## src/rtl/press_decoder.sv

```systemverilog
// press_decoder: classifies debounced button gestures as short, long or
// double presses. Emits one single-cycle pulse per gesture and a registered
// "held" level. btnIn must already be clean and synchronous to clk.
module press_decoder #(
  parameter logic [22:0] LONG_CYCLES = 23'd20,
  parameter logic [22:0] GAP_CYCLES  = 23'd15
) (
  input  logic clk,
  input  logic rst,
  input  logic btnIn,
  output logic shortPulse,
  output logic longPulse,
  output logic doublePulse,
  output logic held
);

  // Gesture states. Values 5..7 are unused and fall back to IDLE.
  localparam logic [2:0] S_IDLE      = 3'd0;
  localparam logic [2:0] S_PRESS1    = 3'd1;
  localparam logic [2:0] S_LONG_HELD = 3'd2;
  localparam logic [2:0] S_WAIT_GAP  = 3'd3;
  localparam logic [2:0] S_PRESS2    = 3'd4;

  // Terminal counts: the counter starts at 0 on state entry, so the
  // threshold edge is the one that sees count == N-1.
  localparam logic [22:0] LONG_LAST = LONG_CYCLES - 23'd1;
  localparam logic [22:0] GAP_LAST  = GAP_CYCLES - 23'd1;

  logic [2:0]  r_state;
  logic [22:0] r_count;
  logic        r_btn_prev;
  logic        r_short;
  logic        r_long;
  logic        r_double;
  logic        r_held;

  logic        w_rise;
  logic        w_fall;
  logic [2:0]  w_state_nxt;
  logic [22:0] w_count_nxt;
  logic        w_short_nxt;
  logic        w_long_nxt;
  logic        w_double_nxt;
  logic        w_held_nxt;

  // Edges are taken against the previous sampled level; the previous level
  // resets to 0, so a button held through reset is seen as a fresh press.
  assign w_rise = btnIn & ~r_btn_prev;
  assign w_fall = ~btnIn & r_btn_prev;

  // Next-state decode: pulses default low, held and count default to hold.
  always_comb begin
    w_state_nxt  = r_state;
    w_count_nxt  = r_count;
    w_short_nxt  = 1'b0;
    w_long_nxt   = 1'b0;
    w_double_nxt = 1'b0;
    w_held_nxt   = r_held;
    case (r_state)
      S_IDLE: begin
        w_held_nxt = 1'b0;
        if (w_rise) begin
          w_state_nxt = S_PRESS1;
          w_count_nxt = 23'd0;
          w_held_nxt  = 1'b1;
        end
      end
      S_PRESS1: begin
        w_held_nxt = 1'b1;
        if (w_fall) begin
          w_state_nxt = S_WAIT_GAP;
          w_count_nxt = 23'd0;
          w_held_nxt  = 1'b0;
        end else if (r_count == LONG_LAST) begin
          w_state_nxt = S_LONG_HELD;
          w_long_nxt  = 1'b1;
        end else begin
          w_count_nxt = r_count + 23'd1;
        end
      end
      S_LONG_HELD: begin
        // A long press is already reported; release just returns to idle.
        w_held_nxt = 1'b1;
        if (w_fall) begin
          w_state_nxt = S_IDLE;
          w_count_nxt = 23'd0;
          w_held_nxt  = 1'b0;
        end
      end
      S_WAIT_GAP: begin
        w_held_nxt = 1'b0;
        // A second press on the timeout edge still wins: double press.
        if (w_rise) begin
          w_state_nxt = S_PRESS2;
          w_count_nxt = 23'd0;
          w_held_nxt  = 1'b1;
        end else if (r_count == GAP_LAST) begin
          w_state_nxt = S_IDLE;
          w_count_nxt = 23'd0;
          w_short_nxt = 1'b1;
        end else begin
          w_count_nxt = r_count + 23'd1;
        end
      end
      S_PRESS2: begin
        // No long detection here: any second press ends as a double.
        w_held_nxt = 1'b1;
        if (w_fall) begin
          w_state_nxt  = S_IDLE;
          w_count_nxt  = 23'd0;
          w_double_nxt = 1'b1;
          w_held_nxt   = 1'b0;
        end
      end
      default: begin
        w_state_nxt = S_IDLE;
        w_count_nxt = 23'd0;
        w_held_nxt  = 1'b0;
      end
    endcase
  end

  // State, counter, edge history and registered outputs.
  always_ff @(posedge clk) begin
    if (rst) begin
      r_state    <= S_IDLE;
      r_count    <= 23'd0;
      r_btn_prev <= 1'b0;
      r_short    <= 1'b0;
      r_long     <= 1'b0;
      r_double   <= 1'b0;
      r_held     <= 1'b0;
    end else begin
      r_state    <= w_state_nxt;
      r_count    <= w_count_nxt;
      r_btn_prev <= btnIn;
      r_short    <= w_short_nxt;
      r_long     <= w_long_nxt;
      r_double   <= w_double_nxt;
      r_held     <= w_held_nxt;
    end
  end

  assign shortPulse  = r_short;
  assign longPulse   = r_long;
  assign doublePulse = r_double;
  assign held        = r_held;

endmodule

```

## config.mk

```make
export PLATFORM = sky130hd
export DESIGN_NAME = press_decoder
export DESIGN_NICKNAME = d
export VERILOG_FILES = /design/src/rtl/press_decoder.sv
export SDC_FILE = /design/constraint.sdc
export NUM_CORES = 1
export LEC_CHECK = 0
export ABC_AREA = 1
export BUFFER_PORTS_ARGS = -buffer_cell sky130_fd_sc_hd__buf_2
export CAP_MARGIN = 30
export CORE_MARGIN = 5
export CORE_UTILIZATION = 56
export CTS_CLUSTER_DIAMETER = 100
export DETAILED_ROUTE_END_ITERATION = 8
export GPL_TIMING_DRIVEN = 0
export PLACE_DENSITY = 0.84
export SYNTH_ARGS = -nofsm -noshare
export SYNTH_HDL_FRONTEND = slang
export SYNTH_SLANG_ARGS = --single-unit
```

## constraint.sdc

```tcl
create_clock -name clk -period 1.9 [get_ports clk]
set_clock_uncertainty 0.2 [all_clocks]
set_input_delay 0.095 -clock clk [delete_from_list [all_inputs] [get_ports clk]]
set_output_delay 0.095 -clock clk [all_outputs]
set_load 0.01 [all_outputs]
```

==> impl_metrics.csv, run 1 <==
group,metric,value,unit
outcome,outcome,"complete, no violations",
final_layout,fin_cells,379,
timing,setup_viol,0,
clock_network,cts_inserted_buffers,5,
final_layout,area_growth,12.4,%
floorplan,ioPinCount,7,
final_layout,final_area,0.00232,mm2
placement,place_congestion,0.886,
synthesis,syn-cell-area,0.00206,mm2
synthesis,synthArstFlopShare,0,
routing,drt_iter0_drc,111,
synthesis,yosysTopAreaCell,"dfxtp_1",
timing,relSlewSlack,0.676,
clock_network,ctsRootBufferMaster,"clkbuf_8",
critical_path,crit_path_max_fanout,8,
final_layout,fillers,314,
routing,avgRoutedWirePerCell,13.1,um
clock_network,clk_pin_slew,70,ps
routing,dr.pass1.iters,5,
clock_network,cts_tree,"built",
routing,drc,0,
placement,dp.cells,369,
synthesis,synth_seq_cells,31,
synthesis,syn_nets,320,
min_path,hp-class,"register to register",
critical_path,cp.required,1930,ps
floorplan,rows,22,
placement,hpwl,3530,um
synthesis,yosysUniqueCellTypes,29,
timing,setup_ws,104,ps
synthesis,synthFlopType,"dfxtp_1",
final_layout,nets,335,
grt,grt_max_degree,11,
floorplan,start_util,0.571,
power,p_total,1700,uW
critical_path,critPathCaptureType,"register",
floorplan,dieArea,0.00499,mm2
synthesis,yosys-top-cells-count,"86 x nand2_1, 43 x nor2_1, 35 x inv_1, 31 x dfxtp_1, 27 x nand3_1",
synthesis,avgSynthCellArea,6.54,um2
grt,grt_usage,0.210,
power,powerDensity,736,mW/mm2
clock_network,post_cts_buffers,0,
final_layout,layout-drive-gt1-share,0.211,
timing,period_share,0.945,
routing,wirelength,4950,um
timing,maxSlewViolCount,0,
synthesis,synth_edf_count,0,
grt,overflow,0,
synthesis,synth_top_area_frac,0.301,
clock_network,clockBufferDepth,2,
synthesis,yosysMostFrequentCell,"nand2_1",
clock_network,worstSkewPairLatency,300,ps
routing,routed_via_density,5.50,
critical_path,critPathLaunchType,"register",
placement,dpl_cell_area,0.00215,mm2
timing,period_minus_slack,1800,ps
synthesis,syn_inst,315,
floorplan,placeableCoreArea,0.00361,mm2
placement,io_buffer_count,6,
placement,post-place-ws,1.41,ps
power,leakage,0.000921,uW
flow_run,maxCapViolations,0,
grt,grt_pass1_vias,1980,
routing,drtAntennaViolNets,0,
clock_network,cts_sinks,31,
timing,clock.fmax,557,MHz
synthesis,ys_seq_area_frac,0.301,
routing,vias,2086,
synthesis,yosysWarnings,0,
final_layout,diodes,0,
grt,grt_pass1_wl,8370,um
critical_path,path_class,"register to register",
critical_path,worstPathArrival,1830,ps
clock_network,cts_max_level,2,
timing,hold_violations,0,
power,vdd_ir_drop_max,0.625,mV
floorplan,die-height,70.7,um
floorplan,die_x,70.7,um
timing,tightest_slew,486,ps
synthesis,ys_top_cells_by_area,"dfxtp_1 30%, nand2_1 16%, nor2_1 7.8%",
grt,antenna_found_initial,0,
-- routing by layer --
layer,vias to the layer above,part of all wire,global-route usage
met4,0,0.027,0.125
met2,70,0.47,0.341
met1,958,0.45,0.250
met3,12,0.050,0.0511
li1,1046,-,-
met5,-,0,0
-- kinds of logic (layout without fill, tap and decap cells) --
| family | Yosys count | in the layout | synth area share |
|---|---|---|---|
| adders and majority gates | 2 | 2 | 0.0121 |
| DFF | 31 | 31 | 0.301 |
| and+or+nand+nor | 208 | 208 | 0.490 |
| AOI/OAI and AO/OA | 25 | 25 | 0.0826 |
| xor gates and xnor gates | 1 | 1 | 0.00425 |
| buffers and inverters | 48 | 64 | 0.110 |
-- placed cells by master (no fill, tap or decap), drive strengths merged --
| master | count |
|---|---|
| nor4 | 1 |
| nand3 | 30 |
| o21bai | 9 |
| nand2 | 93 |
| dfxtp | 31 |
| o21ai | 5 |
| a31oi | 6 |
| inv | 40 |
| buf | 12 |
| a21oi | 5 |
| nor2 | 58 |
| dlygate4sd3 | 3 |
| nand3b | 1 |
| or2 | 2 |
| ha | 2 |
| xor2 | 1 |
| nand4 | 17 |
| nor3 | 6 |
| clkbuf | 9 |
-- flip-flops by register name, summed over array words and instances, names as in the netlist --
signal / count
r_count: 23
r_state: 3
doublePulse: 1
held: 1
longPulse: 1
r_btn_prev: 1
shortPulse: 1
-- power by group --
part	switching [uW]	internal (uW)
clock network	265	331
registers	29.4	676
logic	271	133
-- critical path, stage by stage, from the launching register on --
cell     delay (ps)
dfxtp_1         510
nand2_1         150
nor3_2          230
nand3_1         150
nor2_2          190
nand4_1         100
nand2_1          70
inv_1            30
nor2_1           90
-- path summary, 6_finish.rpt --
path	start	endpoint	slack [ps]	depth (start not counted)
worst max-delay path	r_count[11]$_SDFFE_PP0P_	r_count[20]$_SDFFE_PP0P_	100	8
worst min-delay path	r_state[2]$_SDFFE_PP0P_	r_state[2]$_SDFFE_PP0P_	290	2
worst max register to register	r_count[11]$_SDFFE_PP0P_	r_count[20]$_SDFFE_PP0P_	100	8
worst min register to register	r_state[2]$_SDFFE_PP0P_	r_state[2]$_SDFFE_PP0P_	290	2
-- timing repair --
item,4_1_cts,5_1_grt
gates resized for setup,1,13
cloned,0,0
hold buffers,3,0
endpoints found under the setup margin,4,25
hold endpoints to repair,7,0
pin swaps,0,6
-- final cells by class --
cell class                      instances  area [um2]  share of cell area
Inverter                               40         150              0.0648
Timing Repair Buffer                    9        60.1              0.0259
Buffer                                  7        75.1              0.0324
Sequential cell                        31         627               0.271
Clock buffer                            8         100              0.0432
Tap cell                               48        60.1              0.0259
Multi-Input combinational cell        236        1240               0.537
-- metrics by stage --
| stage | TNS (ps) | hold slack [ps] | util |
|---|---|---|---|
| 5_1_grt | -41.9 | 299 | 0.643 |
| 3_5_place_dp | 0 | 117 | 0.596 |
| 2_1_floorplan | 0 | -27.2 | - |
| 4_1_cts | 0 | 287 | 0.633 |
| 3_3_place_gp | 0 | 106 | 0.596 |
| 6_report | 0 | 291 | 0.643 |
No activity file was read; power rests on OpenSTA's default activity.
==> run 2: changes to the inputs <==
==> config.mk (replaced) <==
export PLATFORM = sky130hd
export DESIGN_NAME = press_decoder
export DESIGN_NICKNAME = d
export VERILOG_FILES = /design/src/rtl/press_decoder.sv
export SDC_FILE = /design/constraint.sdc
export NUM_CORES = 1
export LEC_CHECK = 0
export ABC_AREA = 1
export BUFFER_PORTS_ARGS = -buffer_cell sky130_fd_sc_hd__buf_4
export CAP_MARGIN = 30
export CORE_MARGIN = 5
export CORE_UTILIZATION = 55
export CTS_CLUSTER_DIAMETER = 100
export DETAILED_ROUTE_END_ITERATION = 8
export GPL_TIMING_DRIVEN = 0
export PLACE_DENSITY = 0.83
export SYNTH_ARGS = -nofsm -noshare
export SYNTH_HDL_FRONTEND = slang
export SYNTH_SLANG_ARGS = --single-unit
==> run 2 against run 1 <==
  * Sequential share of layout area is 0.51 points lower
  * Maximum frequency is 0.99% higher
  * Die area up 1.6%
  * Routed wire length is 1.1% higher
  * Global-route usage is 0.74 points lower
  * First-iteration DRC count up 110%
  * Critical endpoint is now r_count[9]$_SDFFE_PP0P_
  * Count of clock-buffer cells in the layout unchanged
  * Cell area grew 1.5%
  * Worst hold slack got worse by 8.9 ps
  * Worst setup slack improved by 18 ps
  * Power rose by 0.82%
==> impl_metrics.csv, run 2 (synthesis results as in run 1) <==
group,metric,value,unit
routing,drt_iter0_drc,236,
timing,rsz0062_at_grt,"yes",
final_layout,top_regs,"r_count (23), r_state (3)",
grt,antenna_found_initial,0,
final_layout,area_growth,14.1,%
routing,wirelength,5010,um
placement,hpwl,3570,um
final_layout,largest_reg_flops,23,
timing,period_minus_slack,1780,ps
power,powerDensity,731,mW/mm2
floorplan,placeableCoreArea,0.00363,mm2
critical_path,path_class,"register to register",
routing,vias,2104,
final_layout,top_register,"r_count",
routing,routed_via_density,5.48,
floorplan,rows,22,
grt,grt_pass1_wl,8250,um
floorplan,die_x,71.2,um
timing,setup_viol,0,
clock_network,ctsRootBufferMaster,"clkbuf_8",
critical_path,worstPathArrival,1760,ps
floorplan,die-height,71.2,um
final_layout,fin_util,0.647,
critical_path,critPathCaptureType,"register",
clock_network,clockBufferDepth,2,
final_layout,diodes,0,
routing,drc,0,
grt,grt_pass1_vias,1827,
critical_path,cp.required,1880,ps
final_layout,nets,340,
critical_path,critPathLaunchType,"register",
critical_path,crit_path_max_fanout,10,
routing,drtAntennaViolNets,0,
floorplan,start_util,0.567,
clock_network,cts_inserted_buffers,5,
grt,grt_usage,0.202,
timing,setup_ws,121,ps
clock_network,worstSkewPairLatency,280,ps
timing,tightest_slew,515,ps
outcome,outcome,"complete, no violations",
grt,grt_max_degree,11,
routing,dr.pass1.iters,4,
power,leakage,0.000941,uW
clock_network,clk_pin_slew,70,ps
floorplan,dieArea,0.00507,mm2
timing,clock.fmax,562,MHz
clock_network,cts_sinks,31,
final_layout,layout_commonest_cell,"nand2_1",
placement,post-place-ws,-11.3,ps
timing,relSlewSlack,0.656,
flow_run,maxCapViolations,0,
grt,overflow,0,
clock_network,cts_max_level,2,
clock_network,cts_tree,"built",
routing,avgRoutedWirePerCell,13.0,um
floorplan,ioPinCount,7,
placement,io_buffer_count,6,
final_layout,layout_common_cells,"85 x nand2_1, 42 x nor2_1, 33 x inv_1, 28 x dfxtp_1, 27 x nand3_1",
timing,hold_violations,0,
power,vdd_ir_drop_max,0.557,mV
final_layout,layout-drive-gt1-share,0.217,
min_path,hp-class,"register to register",
placement,place_congestion,0.880,
timing,maxSlewViolCount,0,
timing,period_share,0.936,
[run 2: cell count changes in the layout (fill, tap and decap cells not counted)]
cell and change:
buf_6 +1, buf_2 -5, buf_4 +10, nand2_4 +1, buf_8 -1, nor2_1 +1
dfxtp_2 -2, nand2_2 +1, nand2_1 -1, dfxtp_1 +2, nand2_8 -1, nor2_2 -1
[run 2: where the power goes]
| group | internal (uW) | switching, uW | total [uW] |
|---|---|---|---|
| sequential | 676 | 27.2 | 703 |
| clock | 331 | 252 | 583 |
| combinational | 156 | 277 | 433 |
| total | 1160 | 557 | 1720 |
[run 2: metal layers]
layer  global-route usage  vias to the layer above  share of wire
li1                     -                     1050              -
met1                0.256                      978           0.44
met2                0.334                       71           0.48
met3               0.0351                        5          0.055
met4               0.0960                        0          0.018
met5                    0                        -              0
[run 2: worst paths after layout]
path | slack, ps | startpoint | endpoint | cells after the start
worst min-delay path | 280 | r_state[2]$_SDFFE_PP0P_ | r_state[2]$_SDFFE_PP0P_ | 2
worst max register to register | 120 | r_count[11]$_SDFFE_PP0P_ | r_count[9]$_SDFFE_PP0P_ | 10
worst min register to register | 280 | r_state[2]$_SDFFE_PP0P_ | r_state[2]$_SDFFE_PP0P_ | 2
worst max-delay path | 120 | r_count[11]$_SDFFE_PP0P_ | r_count[9]$_SDFFE_PP0P_ | 10
[run 2: timing repair]
item	CTS	global route
endpoints found under the hold margin	7	0
resized for setup	1	9
setup buffers	3	1
endpoints found under the setup margin	9	24
pin swaps	1	0
hold buffers	3	0
[run 2: through the flow]
stage / TNS [ps] / hold slack (ps) / instance area (um2) / total power, uW / std cells
finish: 0 / 282 / 2350 / 1720 / 384
global route: -22.1 / 323 / 2350 / 1790 / 384
CTS: 0 / 287 / 2320 / 1700 / 383
detailed placement: -22.0 / 92.8 / 2170 / 1090 / 369
global placement: 0 / 89.4 / 2170 / 1080 / 369
floorplan: 0 / -27.2 / 2060 / 990 / 315
[run 2: worst max-delay path, stage by stage (launching register included)]
cell and delay (ps):
dfxtp_1 290, buf_2 160, nor2_1 90, nand2_1 100, nor2_4 160, nand3_1 120
nand2_1 120, nand3_1 90, nand2_2 120, buf_6 170, nor2_1 60
[run 2: cell type report]
cell class / instances / area (um2)
Inverter: 40 / 150
Clock buffer: 8 / 100
Timing Repair Buffer: 13 / 105
Multi-Input combinational cell: 236 / 1240
Buffer: 8 / 76.3
Sequential cell: 31 / 624
Fill cell: 321 / 1280
Tap cell: 48 / 60.1
